`src/rtl/calc_engine.sv`:
```
// Four-cycle register-file ALU engine: accept a command in IDLE, read operands,
// execute, then write back and strobe the result.
module calc_engine #(
  parameter int WIDTH = 8,
  parameter int NREGS = 8,
  localparam int AW = $clog2(NREGS)
) (
  input  logic             clk,
  input  logic             rst,
  input  logic             cmd_valid,
  output logic             cmd_ready,
  input  logic [2:0]       cmd_op,
  input  logic [AW-1:0]    cmd_wa,
  input  logic [AW-1:0]    cmd_ra,
  input  logic [AW-1:0]    cmd_rb,
  input  logic [WIDTH-1:0] cmd_imm,
  output logic             res_valid,
  output logic [WIDTH-1:0] res_data,
  output logic [2:0]       res_flags
);

  localparam logic [2:0] OP_LOAD = 3'b000;
  localparam logic [2:0] OP_CLR  = 3'b001;
  localparam logic [2:0] OP_ADD  = 3'b010;
  localparam logic [2:0] OP_SUB  = 3'b011;
  localparam logic [2:0] OP_AND  = 3'b100;
  localparam logic [2:0] OP_XOR  = 3'b101;
  localparam logic [2:0] OP_OR   = 3'b110;

  typedef enum logic [1:0] {IDLE, READ, EXEC, WB} state_t;

  state_t state, state_nxt;

  logic [WIDTH-1:0]        regs [NREGS];
  logic [2:0]              op_p0;
  logic [AW-1:0]           wa_p0, ra_p0, rb_p0;
  logic [WIDTH-1:0]        imm_p0;
  logic signed [WIDTH-1:0] a_p1, b_p1;
  logic [WIDTH-1:0]        res_p2;
  logic [2:0]              flg_p2;
  logic                    acc;

  // Result packed as {V, C, Z, data}; C and V only meaningful for ADD/SUB.
  function automatic logic [WIDTH+2:0] alu(input logic [2:0] op,
                                           input logic signed [WIDTH-1:0] a,
                                           input logic signed [WIDTH-1:0] b,
                                           input logic [WIDTH-1:0] imm);
    logic [WIDTH:0]   sum;
    logic [WIDTH-1:0] r;
    logic             c, v;
    sum = '0;
    r   = '0;
    c   = 1'b0;
    v   = 1'b0;
    case (op)
      OP_LOAD: r = imm;
      OP_CLR:  r = '0;
      OP_ADD: begin
        sum = {1'b0, a} + {1'b0, b};
        r   = sum[WIDTH-1:0];
        c   = sum[WIDTH];
        v   = (a[WIDTH-1] == b[WIDTH-1]) && (r[WIDTH-1] != a[WIDTH-1]);
      end
      OP_SUB: begin
        sum = {1'b0, a} - {1'b0, b};
        r   = sum[WIDTH-1:0];
        c   = sum[WIDTH];
        v   = (a[WIDTH-1] != b[WIDTH-1]) && (r[WIDTH-1] != a[WIDTH-1]);
      end
      OP_AND:  r = a & b;
      OP_XOR:  r = a ^ b;
      OP_OR:   r = a | b;
      default: r = a;
    endcase
    return {v, c, (r == '0), r};
  endfunction

  assign cmd_ready = (state == IDLE) && !rst;
  assign acc       = cmd_valid && cmd_ready;

  always_comb begin
    state_nxt = state;
    case (state)
      IDLE:    if (acc) state_nxt = READ;
      READ:    state_nxt = EXEC;
      EXEC:    state_nxt = WB;
      WB:      state_nxt = IDLE;
      default: state_nxt = IDLE;
    endcase
  end

  // p0: command capture at the handshake edge
  always_ff @(posedge clk) begin
    if (acc) begin
      op_p0  <= cmd_op;
      wa_p0  <= cmd_wa;
      ra_p0  <= cmd_ra;
      rb_p0  <= cmd_rb;
      imm_p0 <= cmd_imm;
    end
  end

  // p1: operand read
  always_ff @(posedge clk) begin
    if (state == READ) begin
      a_p1 <= regs[ra_p0];
      b_p1 <= regs[rb_p0];
    end
  end

  // p2: execute
  always_ff @(posedge clk) begin
    if (state == EXEC) {flg_p2, res_p2} <= alu(op_p0, a_p1, b_p1, imm_p0);
  end

  // Write-back; reset clears architectural state and aborts any command in flight.
  always_ff @(posedge clk or posedge rst) begin
    if (rst) begin
      state     <= IDLE;
      res_valid <= 1'b0;
      res_data  <= '0;
      res_flags <= '0;
      for (int i = 0; i < NREGS; i++) regs[i] <= '0;
    end else begin
      state     <= state_nxt;
      res_valid <= (state == WB);
      if (state == WB) begin
        res_data  <= res_p2;
        res_flags <= flg_p2;
        if (op_p0 != 3'b111) regs[wa_p0] <= res_p2;
      end
    end
  end

endmodule

```
`config.mk`:
```
export PLATFORM = sky130hd
export DESIGN_NAME = calc_engine
export DESIGN_NICKNAME = d
export VERILOG_FILES = /design/src/rtl/calc_engine.sv
export SDC_FILE = /design/constraint.sdc
export NUM_CORES = 1
export LEC_CHECK = 0
export BUFFER_PORTS_ARGS = -buffer_cell sky130_fd_sc_hd__buf_2
export CORE_ASPECT_RATIO = 0.9
export CORE_MARGIN = 4
export CORE_UTILIZATION = 35
export CTS_CLUSTER_SIZE = 20
export DETAILED_ROUTE_END_ITERATION = 16
export PLACE_DENSITY = 0.5
export SYNTH_ARGS = -nofsm -noshare
export SYNTH_HDL_FRONTEND = slang
export SYNTH_SLANG_ARGS = --single-unit
```
`constraint.sdc`:
```
create_clock -name clk -period 3.4 [get_ports clk]
set_clock_uncertainty 0.05 [all_clocks]
set_input_delay 0.34 -clock clk [delete_from_list [all_inputs] [get_ports clk]]
set_output_delay 0.34 -clock clk [all_outputs]
set_load 0.02 [all_outputs]
```
Word-level counts from Yosys, hierarchy flattened
Cells that the tools add are included.
{ "word_totals": {"regBits": 125, "word_cells": 73} }
{ "op_classes": {"reduce_logical": 10, "addsub": 2, "order_cmp": 4, "mux": 15, "eq_ne": 15, "bitwise_logic": 6} }
{ "ops": {"columns": ["operator", "count"], "rows": [
  ["$bwmux W64", 1],
  ["$pmux W8 S7", 1],
  ["$bmux W8 S3", 2],
  ["$mux W8", 6],
  ["$demux W8 S3", 1],
  ["$ge A4 B4 Y1 const B", 3],
  ["$not A3 Y4", 3],
  ["$add A8 B8 Y9", 1],
  ["$eq A3 B3 Y1 const B", 3],
  ["$sub A8 B8 Y9", 1],
  ["$and A8 B8 Y8", 1],
  ["$logic_not A8 Y1", 1],
  ["$or A8 B8 Y8", 1],
  ["$pmux W2 S4", 1],
  ["$xor A8 B8 Y8", 1],
  ["$eq A3 B2 Y1 const B", 2],
  ["$logic_and A1 B1 Y1", 5],
  ["$eq A2 B2 Y1 const B", 2],
  ["$lt A4 B1 Y1 const B", 1],
  ["$pmux W1 S2", 2],
  ["$eq A3 B1 Y1 const B", 1],
  ["$logic_not A3 Y1", 1],
  ["$ne A1 B1 Y1", 3],
  ["$ne A3 B3 Y1 const B", 1],
  ["7 further kinds", 7]
]} }

Longest topological paths before layout
Gate-level depths: netlist of the first run.
{ "depth": {"word_depth": 6, "mapped_depth": 10, "mapped_depth_nobuf": 10} }

Least setup slack after synthesis of the first run
OpenSTA, ideal clock, no wires.
{ "synth_timing": {"path_type": "flip-flop to flip-flop", "from": "register a_p1[2]", "to": "register flg_p2[0], data pin", "setup_ps": 170, "stages_incl_launch_ff": 10, "setup_slack_ps": 774, "t_arrival_ps": 2407, "path_buffers": 1, "path_cell_list": "edfxtp_1 inv_1 ha_1 buf_6 or3b_4 a31oi_4 nor3_2 or4_1 a31o_1 nor4_2"} }
{ "synth_via": {"elab_chain_len": 4} }
{ "synth_rtl": {"columns": ["element", "line_no", "source"], "rows": [
  ["start: declaration", "38", "logic signed [WIDTH-1:0] a_p1, b_p1;"],
  ["start signal: assignment", "106", "a_p1 <= regs[ra_p0];"],
  ["$sub A8 B8 Y9 (tied with other cells)", "65", "sum = {1'b0, a} - {1'b0, b};"],
  ["$pmux W8 S7 *", "55", "case (op)"],
  ["$mux W8 *", "113", "if (state == EXEC) {flg_p2, res_p2} <= alu(op_p0, a_p1, b_p1, imm_p0);"],
  ["$logic_not A8 Y1 *", "75", "return {v, c, (r == '0), r};"],
  ["end signal: assignment", "113", null],
  ["end: declaration", "40", "logic [2:0] flg_p2;"]
]} }
Every way passes the cells marked *; elsewhere a longest branch is shown, timed or not. The select of a mux whose other input is x is not followed.
A chain may end at the register's enable or synchronous reset.

Final worst setup path of the first run
{ "layout_timing": {"from": "register a_p1[3]", "to": "register flg_p2[0], data pin"} }
The elaborated chain is that of the path after synthesis.

==> results_tabular.tex, run 1 <==
\begin{tabular}{lr}
\hline
Metric & Value \\
\hline
\multicolumn{2}{l}{\textbf{CTS}} \\
Sinks on the clock net & 125 \\
Buffer depth of the longest clock path & 2 \\
CTS tree & built \\
Number of clock buffers inserted by TritonCTS & 17 \\
Worst-path clk slew & 60 ps \\
H-tree levels & 4 \\
Number of gates given a new drive strength after cts & 0 \\
Clock latency on the worst-skew pair & 420 ps \\
Root buf cell & clkbuf\_16 \\
\multicolumn{2}{l}{\textbf{Drt}} \\
Residual DRC & 0 \\
First drt pass iteration count & 5 \\
Initial drt markers & 196 \\
Post-detailed-route wirelength per cell & 21.5 um \\
Total vias in the final route & 4331 \\
Drt total wl & 17.1 mm \\
ANT nets after route & 0 \\
Vias/cell & 5.44 \\
\multicolumn{2}{l}{\textbf{Min path}} \\
Hold/Removal Path Class & primary input to register \\
\multicolumn{2}{l}{\textbf{Timing}} \\
Worst-Margin Slew & 885 ps \\
Fin crit share & 83.3\% \\
Highest attainable clock frequency & 0.353 GHz \\
Slew headroom & 41.0\% \\
Minimum clock period & 2830 ps \\
Fin. max-slew vios & 0 \\
Final hold violations & 0 \\
Minimum setup slack in the final design & 566 ps \\
RSZ-0062 raised after global routing & no \\
Total negative setup slack & 0 ps \\
Setup-violating endpoint count in the final report & 0 \\
Worst Hold Margin & 43.2 ps \\
\multicolumn{2}{l}{\textbf{Synth}} \\
Cell taking the most area after synthesis & dfrtp\_1 \\
Total of flip-flops plus latches after synthesis & 125 \\
Post-synthesis average cell area & 13.7 sq um \\
Async set-or-reset flop fraction in the synthesized netlist & 62.4\% \\
Leading post-synthesis cells by cell area & dfrtp\_1 (29\%), edfxtp\_1 (21\%), mux2\_2 (16\%), mux4\_2 (11\%), ha\_1 (5.3\%) \\
Total of warnings raised by yosys & 0 \\
Synth cell types & 57 \\
Syn Std Cell Area & 0.00681 sq mm \\
Fraction of post-synthesis cell area in the top cell type by area & 28.7\% \\
Post-synthesis net count & 550 \\
Sequential fraction of the synthesis area & 49.4\% \\
Number of flops mapped to enable cells by yosys & 47 \\
Ys flop type & dfrtp\_1 \\
Gate count of the mapped netlist & 496 \\
\multicolumn{2}{l}{\textbf{Floorplan}} \\
Die X-Extent & 155 um \\
Initial Utilization & 35.5\% \\
Placement row count & 48 \\
Core area & 0.0192 sq mm \\
Die footprint & 0.0217 sq mm \\
Number of primary I/O pins & 36 \\
Height of the chip & 140 um \\
\multicolumn{2}{l}{\textbf{Global routing}} \\
GR Util All Layers & 16.6\% \\
Total congestion overflow & 0 \\
Number of antenna violations at the first check in global routing & 1 \\
Global-route wire length before repair & 27.1 mm \\
Vias in the first global route & 4620 \\
Pin count of the biggest net entering global routing & 69 \\
\multicolumn{2}{l}{\textbf{Critical path}} \\
Maximum fanout along the worst path & 12 \\
Arrival time of data at the critical path endpoint & 3030 ps \\
Nature of the critical path startpoint & register \\
Data required time of the worst path & 3600 ps \\
Crit path max-delay family & simple AND/OR/NAND/NOR gates \\
Slowest stage delay, CP & 490 ps \\
WP buf/inv & 1 \\
Critical path's slowest cell & or4\_1 \\
Crit path kind & register to register \\
R2r setup slk & 570 ps \\
Cells along the critical path & inv\_1 -> ha\_1 -> or3b\_4 -> a31oi\_4 -> nor3\_2 -> or4\_1 -> a31o\_1 -> nor4\_2 \\
Endpoint class of the critical path & register \\
\multicolumn{2}{l}{\textbf{Finish}} \\
Fraction of final layout cells sized beyond drive strength 1 & 38.6\% \\
Layout Area Growth over Synthesis & 15.1\% \\
Commonest non-fill, non-tap cell in the layout & mux2\_2 \\
Share of the core filled with cells & 40.9\% \\
Top library cells by usage in the layout, fill and taps aside & mux2\_2 (94), dfrtp\_1 (78), edfxtp\_1 (47), buf\_2 (35), mux4\_2 (34) \\
Cell Count, Final, Fillers Out & 796 \\
Antenna diode instance count & 0 \\
Post-layout nets & 587 \\
\multicolumn{2}{l}{\textbf{Placed design}} \\
Count of buffers from port buffering & 35 \\
Pre-CTS WS & 592 ps \\
Total instance count after detailed placement & 763 \\
Routability cong. & 0.855 \\
Half-perimeter wire length after detailed placement & 11.8 mm \\
\multicolumn{2}{l}{\textbf{Outcome}} \\
Status & completed \\
\multicolumn{2}{l}{\textbf{Flow run}} \\
Max-cap violations & 0 \\
\multicolumn{2}{l}{\textbf{Pwr}} \\
Total power per unit cell area & 946 mW/mm\^{}2 \\
Leakage & 0.00327 uW \\
Worst vdd ir & 0.323 mV \\
\hline
\end{tabular}
[synthesized netlist by cell type, drive strengths merged (4+ instances only)]
cell and number:
nand2b 7, nand2 17, edfxtp 47, dfrtp 78
nand3 10, o21ai 9, mux2 94, mux2i 6
clkbuf 18, ha 29, mux4 34, nor2b 6
inv 32, nand3b 4, a21oi 15, nor3 5
buf 12, nor2 11
[what timing repair did]
action                    in CTS  in global routing
hold endpoints to repair      10                  0
hold buffers                   1                  0
buffers inserted               0                  0
[worst paths after layout]
kind                                         start                       end  cells past startpoint
min in group asynchronous                      rst   res_data[2]$_DFFE_PP0P_                      3
max reg2reg                      a_p1[3]$_DFFE_PN_       flg_p2[0]$_DFFE_PP_                      8
max in group asynchronous                      rst      regs[16]$_DFFE_PP0P_                      4
min                                     cmd_imm[4]       imm_p0[4]$_DFFE_PP_                      1
min reg2reg                flg_p2[1]$_SDFFCE_PN0P_  res_flags[1]$_DFFE_PP0P_                      1
max                              a_p1[3]$_DFFE_PN_       flg_p2[0]$_DFFE_PP_                      8
[flip-flops by register name (all words and copies together), names as in the netlist, 3 cells and up]
signal	cells
res_p2	8
rb_p0	3
res_flags	3
res_data	8
imm_p0	8
ra_p0	3
wa_p0	3
regs	64
b_p1	8
a_p1	8
op_p0	3
flg_p2	3
[logic make-up (layout without fill, tap and decap cells)]
group | count (synthesis) | count (layout) | synth area share, %
buffers and inverters | 62 | 112 | 3.66
and+or+nand+nor | 77 | 77 | 6.25
muxes | 134 | 134 | 27.7
xor gates and xnor gates | 3 | 3 | 0.386
DFF | 125 | 125 | 49.4
AOI/OAI and AO/OA | 64 | 64 | 6.67
adders and majority gates | 31 | 31 | 5.92
[stage by stage]
stage | instance area [sq um] | power, uW
after floorplan | 6810 | 4880
after global placement | 7270 | 5610
after detailed placement | 7270 | 5710
after CTS | 7840 | 7470
after global routing | 7840 | 7920
final | 7840 | 7410
[final cells by class]
type	count	area, sq um
clock buffers	24	504
clock inverters	8	53.8
fillers	1758	11300
inverters	32	120
multi-input cells	309	3190
flip-flops and latches	125	3360
well taps	250	313
repair buffers	48	288
[metal layers]
metal	routed length (um)	GRT usage [%]	up-vias
met2	8340	26.6	123
met3	791	4.26	37
met5	0	0	-
met4	653	7.39	0
li1	-	-	1952
met1	7320	21.4	2219
[report_power, final]
part	leakage (uW)	internal, uW	switching, uW
clock network	0.000275	1040	681
registers	0.00142	2310	549
logic	0.00157	1440	1390
total	0.00327	4790	2620
Power figures use the tool's default switching activity.
==> inputs of run 2 (changes only) <==
--- a/config.mk
+++ b/config.mk
@@ -11,7 +11,7 @@
 export CORE_UTILIZATION = 35
 export CTS_CLUSTER_SIZE = 20
 export DETAILED_ROUTE_END_ITERATION = 16
-export PLACE_DENSITY = 0.5
+export PLACE_DENSITY = 0.51
 export SYNTH_ARGS = -nofsm -noshare
 export SYNTH_HDL_FRONTEND = slang
 export SYNTH_SLANG_ARGS = --single-unit
==> constraint.sdc (replaced) <==
create_clock -name clk -period 2.6 [get_ports clk]
set_clock_uncertainty 0.05 [all_clocks]
set_input_delay 0.26 -clock clk [delete_from_list [all_inputs] [get_ports clk]]
set_output_delay 0.26 -clock clk [all_outputs]
set_load 0.02 [all_outputs]
==> run 2 against run 1 <==
Effect of this change: the flow now finishes with violations (negative setup slack); power is 42% higher; die area stayed put; clock power rose by 44%; via count is 6.3% higher; critical endpoint unchanged; routed wire length grew 3.4%; global-route usage grew 0.24 points; worst setup slack worse by 660 ps; flip-flop and latch count unchanged; register-to-register slack got worse by 660 ps; sequential power rose by 30%; final cell count is 7.4% higher.
==> results_tabular.tex, run 2 (same netlist as run 1, synthesis figures left out) <==
\begin{tabular}{lr}
\hline
Metric & Value \\
\hline
\multicolumn{2}{l}{\textbf{Outcome}} \\
Status & complete, but fails checks \\
Violations in the final reports & negative setup slack \\
\multicolumn{2}{l}{\textbf{CTS}} \\
Root buf cell & clkbuf\_16 \\
Worst-path clk slew & 60 ps (about the same) \\
Number of clock buffers inserted by TritonCTS & 17 (unchanged) \\
CTS tree & built \\
Clock latency on the worst-skew pair & 420 ps (about the same) \\
Buffer depth of the longest clock path & 2 (unchanged) \\
H-tree levels & 4 (unchanged) \\
Sinks on the clock net & 125 (unchanged) \\
\multicolumn{2}{l}{\textbf{Timing}} \\
Minimum clock period & 2690 ps (-144 ps) \\
Fin crit share & 103\% (+20 points) \\
Fin. max-slew vios & 0 (unchanged) \\
Worst-Margin Slew & 707 ps (-178 ps) \\
Highest attainable clock frequency & 0.372 GHz (+5.4\%) \\
Minimum setup slack in the final design & -89.4 ps (-656 ps) \\
Slew headroom & 52.9\% (+12 points) \\
RSZ-0062 raised after global routing & yes \\
Setup-violating endpoint count in the final report & 2 (+2) \\
Final hold violations & 0 (unchanged) \\
\multicolumn{2}{l}{\textbf{Critical path}} \\
Maximum fanout along the worst path & 3 (-9) \\
Slowest stage delay, CP & 550 ps (+60 ps) \\
Data required time of the worst path & 2800 ps (-800 ps) \\
Endpoint class of the critical path & register \\
Nature of the critical path startpoint & register \\
Cells along the critical path & buf\_4 -> ha\_2 -> inv\_2 -> fa\_2 -> mux2i\_1 -> or3\_1 -> o2111ai\_2 -> o21ai\_2 -> or4\_4 -> nor4\_4 \\
Beginning of the worst register-to-register path & a\_p1[0]\$\_DFFE\_PN\_ \\
Crit path kind & register to register \\
Critical path's slowest cell & or4\_4 \\
Arrival time of data at the critical path endpoint & 2890 ps (-140 ps) \\
Launching element of the worst setup path & a\_p1[0]\$\_DFFE\_PN\_ \\
\multicolumn{2}{l}{\textbf{Placed design}} \\
Post-place instance area & 0.00754 sq mm (+3.8\%) \\
Half-perimeter wire length after detailed placement & 12.1 mm (+3.2\%) \\
Routability cong. & 0.907 (+6.1\%) \\
Count of buffers from port buffering & 35 (unchanged) \\
\multicolumn{2}{l}{\textbf{Global routing}} \\
Global-route wire length before repair & 27.6 mm (+2.0\%) \\
Total congestion overflow & 0 (unchanged) \\
Pin count of the biggest net entering global routing & 41 (-41\%) \\
Vias in the first global route & 4813 (+4.2\%) \\
GR Util All Layers & 16.9\% (+0.24 points) \\
Number of antenna violations at the first check in global routing & 0 (-1) \\
\multicolumn{2}{l}{\textbf{Drt}} \\
Vias/cell & 5.38 (-1.1\%) \\
First drt pass iteration count & 5 (unchanged) \\
Post-detailed-route wirelength per cell & 20.7 um (-3.8\%) \\
ANT nets after route & 0 (unchanged) \\
Residual DRC & 0 (unchanged) \\
Initial drt markers & 248 (+27\%) \\
Total vias in the final route & 4602 (+6.3\%) \\
Drt total wl & 17.7 mm (+3.4\%) \\
\multicolumn{2}{l}{\textbf{Pwr}} \\
Total power per unit cell area & 1240 mW/mm\^{}2 (+31\%) \\
Clock share of power & 23.6\% (+0.4 points) \\
Sequential share of power & 35.3\% (-3.3 points) \\
Comb power frac & 41.1\% (+2.9 points) \\
Internal portion of total power & 6820 uW (+42\%) \\
Leakage & 0.00358 uW (+9.4\%) \\
Worst vdd ir & 0.608 mV (+88\%) \\
Sum of internal, switching and leakage power & 10500 uW (+42\%) \\
Net switching power figure & 3710 uW (+42\%) \\
Sw Share & 35.2\% (-0.098 points) \\
\multicolumn{2}{l}{\textbf{Finish}} \\
Layout Area Growth over Synthesis & 24.8\% \\
Post-layout nets & 646 (+10\%) \\
Fraction of final layout cells sized beyond drive strength 1 & 45.5\% (+6.8 points) \\
Largest reg by FF count & regs \\
Count of fill cells added during filler insertion & 1711 (-2.7\%) \\
Final non-filler cell area & 0.00849 sq mm (+8.4\%) \\
Combined area of the multi-input logic cells & 0.00330 sq mm (+3.2\%) \\
Area of all sequential standard cells & 0.00336 sq mm (unchanged) \\
Antenna diode instance count & 0 (unchanged) \\
Top library cells by usage in the layout, fill and taps aside & mux2\_2 (94), dfrtp\_1 (78), buf\_4 (50), edfxtp\_1 (47), buf\_2 (35) \\
Commonest non-fill, non-tap cell in the layout & mux2\_2 \\
Flip-flop count of the largest register after layout & 64 (unchanged) \\
\multicolumn{2}{l}{\textbf{Floorplan}} \\
Initial Utilization & 35.5\% (unchanged) \\
Placement row count & 48 (unchanged) \\
Die footprint & 0.0217 sq mm (unchanged) \\
Die X-Extent & 155 um (unchanged) \\
Core area & 0.0192 sq mm (unchanged) \\
Height of the chip & 140 um (unchanged) \\
Number of primary I/O pins & 36 (unchanged) \\
\multicolumn{2}{l}{\textbf{Min path}} \\
Hold/Removal Path Class & primary input to register \\
Worst Min Path Start & cmd\_valid \\
\multicolumn{2}{l}{\textbf{Flow run}} \\
Max-cap violations & 0 (unchanged) \\
\hline
\end{tabular}
run 2: cell count changes in the layout (fill, tap and decap cells not counted), sizes merged:
cell	change
bufinv	+2
dlygate4sd3	+20
clkbuf	-5
buf	+39
clkinv	-3
inv	+6
run 2: power groups by stage:
stage / clock network [uW] / logic [uW] / registers [uW]
4_1_cts: 2530 / 4130 / 3720
5_1_grt: 2640 / 4710 / 3830
3_5_place_dp: 0 / 4060 / 3740
2_1_floorplan: 0 / 2800 / 3570
6_report: 2480 / 4320 / 3720
3_3_place_gp: 0 / 4020 / 3670
run 2: repair_timing:
action,in CTS,in global routing
endpoints found under the setup margin,4,6
endpoints found under the hold margin,34,0
hold buffers,21,0
pin swaps,1,3
resized for setup,3,24
buffers inserted,0,2
run 2: metrics by stage:
| step | TNS [ps] | util, % | worst slack [ps] | hold WS, ps | instances |
|---|---|---|---|---|---|
| final | -98.5 | 44.3 | -89.4 | 310 | 855 |
| after CTS | -110 | 43.8 | -110 | 307 | 853 |
| after detailed placement | -393 | 39.4 | -244 | 221 | 800 |
| after floorplan | 0 | - | 20.1 | 309 | 496 |
| after global placement | -448 | 39.4 | -326 | 213 | 800 |
| after global routing | -333 | 44.3 | -199 | 314 | 855 |
run 2: final timing paths:
check                                      endpoint  slack [ps]  depth (start not counted)
max                             flg_p2[0]$_DFFE_PP_         -90                         10
min                              ra_p0[0]$_DFFE_PP_         310                          2
max reg2reg                     flg_p2[0]$_DFFE_PP_         -90                         10
min reg2reg                res_flags[2]$_DFFE_PP0P_         440                          1
max in group asynchronous      regs[19]$_DFFE_PP0P_        1520                          4
min in group asynchronous   res_data[0]$_DFFE_PP0P_         330                          3
run 2: layout make-up:
cell class / instances / area share, %
Sequential cell: 125 / 39.6
Multi-Input combinational cell: 309 / 38.8
Timing Repair Buffer: 107 / 9.19
Clock buffer: 19 / 5.60
Tap cell: 250 / 3.68
Clock inverter: 13 / 1.71
Inverter: 32 / 1.41
run 2: per-layer routing:
layer	share of wire, %	GRT usage (%)
met4	1.2	4.83
met3	5.2	4.42
met2	47	26.1
met1	47	23.5
met5	0	0
run 2: worst max-delay path, delay by kind of cell (launching register included):
kind                       cells  cell delay, ps
and+or+nand+nor                3            1140
muxes                          1              90
AOI/OAI and AO/OA              2             200
buffers and inverters          2             220
DFF                            1             400
adders and majority gates      2             420
